### config.mk
export PLATFORM = sky130hd
export DESIGN_NAME = rk4_multi_clock_divider
export DESIGN_NICKNAME = d
export VERILOG_FILES = /design/src/rtl/rk4_multi_clock_divider.sv
export SDC_FILE = /design/constraint.sdc
export NUM_CORES = 1
export LEC_CHECK = 0
export ABC_AREA = 0
export CORE_ASPECT_RATIO = 0.75
export CORE_MARGIN = 2
export CORE_UTILIZATION = 54
export CTS_CLUSTER_DIAMETER = 200
export CTS_CLUSTER_SIZE = 24
export DETAILED_ROUTE_END_ITERATION = 12
export PLACE_DENSITY = 0.76
export SKIP_LAST_GASP = 1
export SYNTH_ARGS = -nofsm -noshare
export SYNTH_HDL_FRONTEND = slang
export SYNTH_SLANG_ARGS = --single-unit
### constraint.sdc
create_clock -name clk_in -period 2.45 [get_ports clk_in]
set_input_delay 0.3675 -clock clk_in [delete_from_list [all_inputs] [get_ports clk_in]]
set_output_delay 0.3675 -clock clk_in [all_outputs]
set_load 0.1 [all_outputs]
### src/rtl/rk4_multi_clock_divider.sv
// rk4_multi_clock_divider
// NUM_CH independent 50 %-duty clock dividers driven from clk_in. Each channel has a
// half-period of D+1 clk_in cycles, where D is a runtime-programmable divide value.
// A new D written while a channel runs is held and only applied on the clk_out 1->0
// toggle, so the high and low phases of one period always use the same D.
//
// Ports:
//   clk_in   source clock, all state on its rising edge
//   reset    asynchronous active-low reset
//   ch_en    per-channel run request (level)
//   wr_en    divide-value write strobe; wr_ch selects channel, wr_div is the new D
//   sync     one-cycle pulse, restarts every running channel from phase 0
//   clk_out  registered divided clocks
//   tick     one-cycle pulse in the cycle clk_out[i] rises
//   pend     channel holds a divide value not yet applied
module rk4_multi_clock_divider #(
    parameter int unsigned NUM_CH      = 4,
    parameter int unsigned CNT_W       = 6,
    parameter int unsigned DEFAULT_DIV = 49,
    localparam int unsigned CH_W       = (NUM_CH > 1) ? $clog2(NUM_CH) : 1
) (
    input  logic              clk_in,
    input  logic              reset,
    input  logic [NUM_CH-1:0] ch_en,
    input  logic              wr_en,
    input  logic [CH_W-1:0]   wr_ch,
    input  logic [CNT_W-1:0]  wr_div,
    input  logic              sync,
    output logic [NUM_CH-1:0] clk_out,
    output logic [NUM_CH-1:0] tick,
    output logic [NUM_CH-1:0] pend
);

    typedef enum logic [1:0] {StIdle, StRun, StStop} state_e;

    for (genvar i = 0; i < NUM_CH; i++) begin : g_ch
        state_e           state_q, state_d;
        logic [CNT_W-1:0] cnt_q, cnt_d;
        logic [CNT_W-1:0] active_q, active_d;
        logic [CNT_W-1:0] pending_q, pending_d;
        logic             clk_q, clk_d;
        logic             tick_q, tick_d;
        logic             pend_q, pend_d;
        logic             wr_hit;
        logic             at_toggle;

        // Indices >= NUM_CH match no channel, so out-of-range writes drop out here.
        assign wr_hit    = wr_en && (wr_ch == CH_W'(i));
        // >= rather than == so shrinking D mid-count can never overrun the counter.
        assign at_toggle = (cnt_q >= active_q);

        always_comb begin
            state_d   = state_q;
            cnt_d     = cnt_q;
            clk_d     = clk_q;
            active_d  = active_q;
            pending_d = pending_q;
            pend_d    = pend_q;

            if (state_q == StIdle) begin
                cnt_d = '0;
                clk_d = 1'b0;
                if (ch_en[i]) begin
                    state_d = StRun;
                end
                // Idle channels take the new value directly; nothing is pending.
                if (wr_hit) begin
                    active_d = wr_div;
                end
            end else begin
                if (sync) begin
                    cnt_d = '0;
                    clk_d = 1'b0;
                    if (pend_q) begin
                        active_d = pending_q;
                    end
                    pend_d = 1'b0;
                    if (state_q == StStop) begin
                        state_d = StIdle;
                    end
                end else if (at_toggle) begin
                    cnt_d = '0;
                    clk_d = ~clk_q;
                    if (clk_q || !ch_en[i]) begin
                        // Period boundary: falling toggle, or a rise suppressed
                        // because the channel is stopping during its low phase.
                        clk_d = 1'b0;
                        if (pend_q) begin
                            active_d = pending_q;
                        end
                        pend_d  = 1'b0;
                        state_d = ch_en[i] ? StRun : StIdle;
                    end else begin
                        state_d = StRun;
                    end
                end else begin
                    cnt_d   = cnt_q + CNT_W'(1);
                    state_d = ch_en[i] ? StRun : StStop;
                end

                // Evaluated after any boundary/sync so a coincident write becomes
                // the next pending value rather than being lost.
                if (wr_hit) begin
                    if (state_d == StIdle) begin
                        active_d = wr_div;
                        pend_d   = 1'b0;
                    end else begin
                        pending_d = wr_div;
                        pend_d    = 1'b1;
                    end
                end
            end

            tick_d = ~clk_q & clk_d;
        end

        always_ff @(posedge clk_in or negedge reset) begin
            if (!reset) begin
                state_q   <= StIdle;
                cnt_q     <= '0;
                clk_q     <= 1'b0;
                tick_q    <= 1'b0;
                pend_q    <= 1'b0;
                active_q  <= CNT_W'(DEFAULT_DIV);
                pending_q <= CNT_W'(DEFAULT_DIV);
            end else begin
                state_q   <= state_d;
                cnt_q     <= cnt_d;
                clk_q     <= clk_d;
                tick_q    <= tick_d;
                pend_q    <= pend_d;
                active_q  <= active_d;
                pending_q <= pending_d;
            end
        end

        assign clk_out[i] = clk_q;
        assign tick[i]    = tick_q;
        assign pend[i]    = pend_q;
    end

endmodule

==> flow_metrics.tcl <==
set metrics [dict create \
    final_common_cell "dfrtp_1" \
    p_per_area_mw_per_mm2 943 \
    detail-route-antenna-nets 0 \
    syn_nets 518 \
    fill_cells 721 \
    grt_pass1_wl_um 17500 \
    final_cells 623 \
    die_area_sq_mm 0.00986 \
    grt_max_degree 53 \
    antenna_found_initial 0 \
    htreeDepth 3 \
    fin_crit_sh 0.970 \
    nNetsFinal 550 \
    wl_per_cell_um 17.2 \
    dpl.hpwl_um 7740 \
    routabilityCongestion 0.826 \
    end_kind "register" \
    num_rows 30 \
    synth_flop_cell "dfrtp_1" \
    fin_skew_ns 0.00780 \
    slew_headroom 0.554 \
    place_area_sq_mm 0.00530 \
    drc 0 \
    syn_area_sq_mm 0.00490 \
    drive_gt1_frac 0.219 \
    worstPathCellList "inv_1, ha_1, a41oi_1, o21a_1, o31ai_4, nor2_1, a221o_1" \
    tns_ns 0 \
    area_growth_pct 14.8 \
    grtUsageMet2 0.359 \
    grt-ovfl-total 0 \
    multi_input_area_sq_mm 0.00229 \
    busiest_layer "met2" \
    synth_cell_types 61 \
    ctsRootBufferMaster "clkbuf_16" \
    design_area_sq_mm 0.00562 \
    regArea_sq_mm 0.00233 \
    status "finished, final reports clean" \
    min_period_ns 2.38 \
    numCtsBuffers 9 \
    start_util 0.548 \
    fmax_mhz 421 \
    clk_pin_slew_worst_paths_ns 0.06 \
    syn_avg_cell_area_sq_um 10.3 \
    dr.first_iter.drc_count 252 \
    core_sq_mm 0.00893 \
    fin_ws_ns 0.0732 \
    ys_async_sr_fraction 1.00 \
    routed_wl_um 10700 \
    synthCells 474 \
    required_ns 2.68 \
    cts_buffer_depth 2 \
    start_kind "register" \
    vias 3666 \
    cp_slowest_stage_delay_ns 0.55 \
    synth-edff-count 0 \
    ctsHoldBuffers 0 \
    cap_violations 0 \
    crit_type "register to register" \
    grtUsageMet1 0.311 \
    p_total_mw 5.30 \
    cellLeakagePower_nw 2.58 \
    final_cell_mix "68 x dfrtp_1, 50 x nor2_1, 48 x inv_1" \
    rrSetupSlack_ns 0.07 \
    worst_pin_slew_ns 0.669 \
    hold_path.class "input port to asynchronous set/reset pin" \
    ios 28 \
    reg2reg_depth 7 \
    rsz0062_at_grt "true" \
    setup_viol 0 \
    clock-sinks 92 \
    seq_area_frac_synth 0.476 \
    cp_max_fo 9 \
    diodes 0 \
    portBuffers 27 \
    cp.arrival_ns 2.61 \
    die_y_um 86.5 \
    ir_drop_mv 0.614 \
    hold_violations 0 \
    critPathSlowestCell "dfstp_2" \
    yosys_warnings 0 \
    dp.cells 607 \
    die_w_um 114 \
    gr-usage-met3 0.0573 \
    vias_per_cell 5.88 \
    ys_seq_elements 92 \
    track_usage 0.229 \
    tritoncts "done" \
    first_pass_iters 5 \
    grt_pass1_vias 3681 \
    slew_viol_final 0 \
    pre_cts_ws_ns -0.0389 \
    insertion_delay_ns 0.35 \
]
## routing by layer
metal / wire length, um / share of wire
met5: 0 / 0
met1: 5060 / 0.47
met3: 564 / 0.053
met4: 236 / 0.022
met2: 4860 / 0.45
## through the flow
step | hold WS (ns) | util
2_1_floorplan | 0.0719 | -
3_3_place_gp | 0.431 | 0.593
3_5_place_dp | 0.441 | 0.593
4_1_cts | 0.0665 | 0.626
5_1_grt | 0.101 | 0.629
6_report | 0.0457 | 0.629
## path summary, 6_finish.rpt
path	startpoint	to
max in group asynchronous	reset	g_ch[0].active_q[4]
min	reset	g_ch[3].cnt_q[2]
min in group clk_in	g_ch[3].clk_q	g_ch[3].tick_q
max	g_ch[1].active_q[5]	g_ch[1].active_q[2]
max reg2reg	g_ch[1].active_q[5]	g_ch[1].active_q[2]
min reg2reg	g_ch[3].clk_q	g_ch[3].tick_q
## cell usage after synthesis, types with 2 or more instances
library cell,instances,share of area
a221o_1,11,0.022
dfstp_2,24,0.13
nand2b_1,8,0.010
a211o_1,2,0.0036
o21ai_0,26,0.027
ha_1,28,0.072
or3_1,5,0.0064
o211ai_1,2,0.0031
nand2_1,25,0.019
a211oi_2,2,0.0051
nand3_1,12,0.012
a41oi_1,3,0.0054
nor2_1,50,0.038
and3_1,7,0.0089
clkbuf_1,5,0.0038
a32oi_1,4,0.0071
o22ai_1,5,0.0064
o41ai_1,2,0.0036
a22o_1,2,0.0036
nor3_2,3,0.0061
a21oi_1,6,0.0061
o21ai_2,3,0.0054
nor2b_1,2,0.0026
buf_2,5,0.0051
xnor2_1,8,0.014
dfrtp_1,68,0.35
mux2_2,16,0.037
buf_4,12,0.018
nor3_1,12,0.012
a31o_2,3,0.0054
a21o_1,5,0.0077
xor2_1,8,0.014
nor4_1,3,0.0038
a211oi_1,10,0.015
mux2i_1,6,0.012
a31oi_1,3,0.0038
inv_1,48,0.037
a222oi_1,7,0.014
## final cells by class
class / count / share of cell area
multi-input cells: 310 / 0.407
clock buffers: 11 / 0.0414
clock inverters: 5 / 0.00957
flip-flops and latches: 92 / 0.415
inverters: 48 / 0.0320
repair buffers: 45 / 0.0708
well taps: 112 / 0.0249
## sequential cells by signal (all words and copies together) (netlist names)
name,flops
g_ch.pend_q,4
g_ch.state_q,8
g_ch.pending_q,24
g_ch.tick_q,4
g_ch.active_q,24
g_ch.cnt_q,24
g_ch.clk_q,4
## logic make-up after synthesis
logic type,count (synthesis),synth area share
AO/OA/AOI/OAI,108,0.171
XOR/XNOR,16,0.0286
adder cells (fa/ha/maj),28,0.0715
buffers and inverters,72,0.0659
flip-flops,92,0.476
multiplexers,22,0.0490
AND/OR/NAND/NOR,136,0.138
## power by group
part	internal, mW	total (mW)	switching, mW
Clock	0.788	1.37	0.577
Combinational	0.694	1.71	1.01
Sequential	1.98	2.23	0.249
Total	3.47	5.30	1.84
## timing repair
action,4_1_cts,5_1_grt
setup buffers,0,0
setup endpoints to repair,2,23
resized for setup,1,7
endpoints found under the hold margin,0,0
## worst max-delay path, delay by kind of cell (launching register included)
kind | cells | cell delay (ns)
flops | 1 | 0.55
buf+inv | 1 | 0.05
simple gates | 1 | 0.12
fa+ha+maj | 1 | 0.31
compound gates | 4 | 1.24
Power figures use the tool's default switching activity.
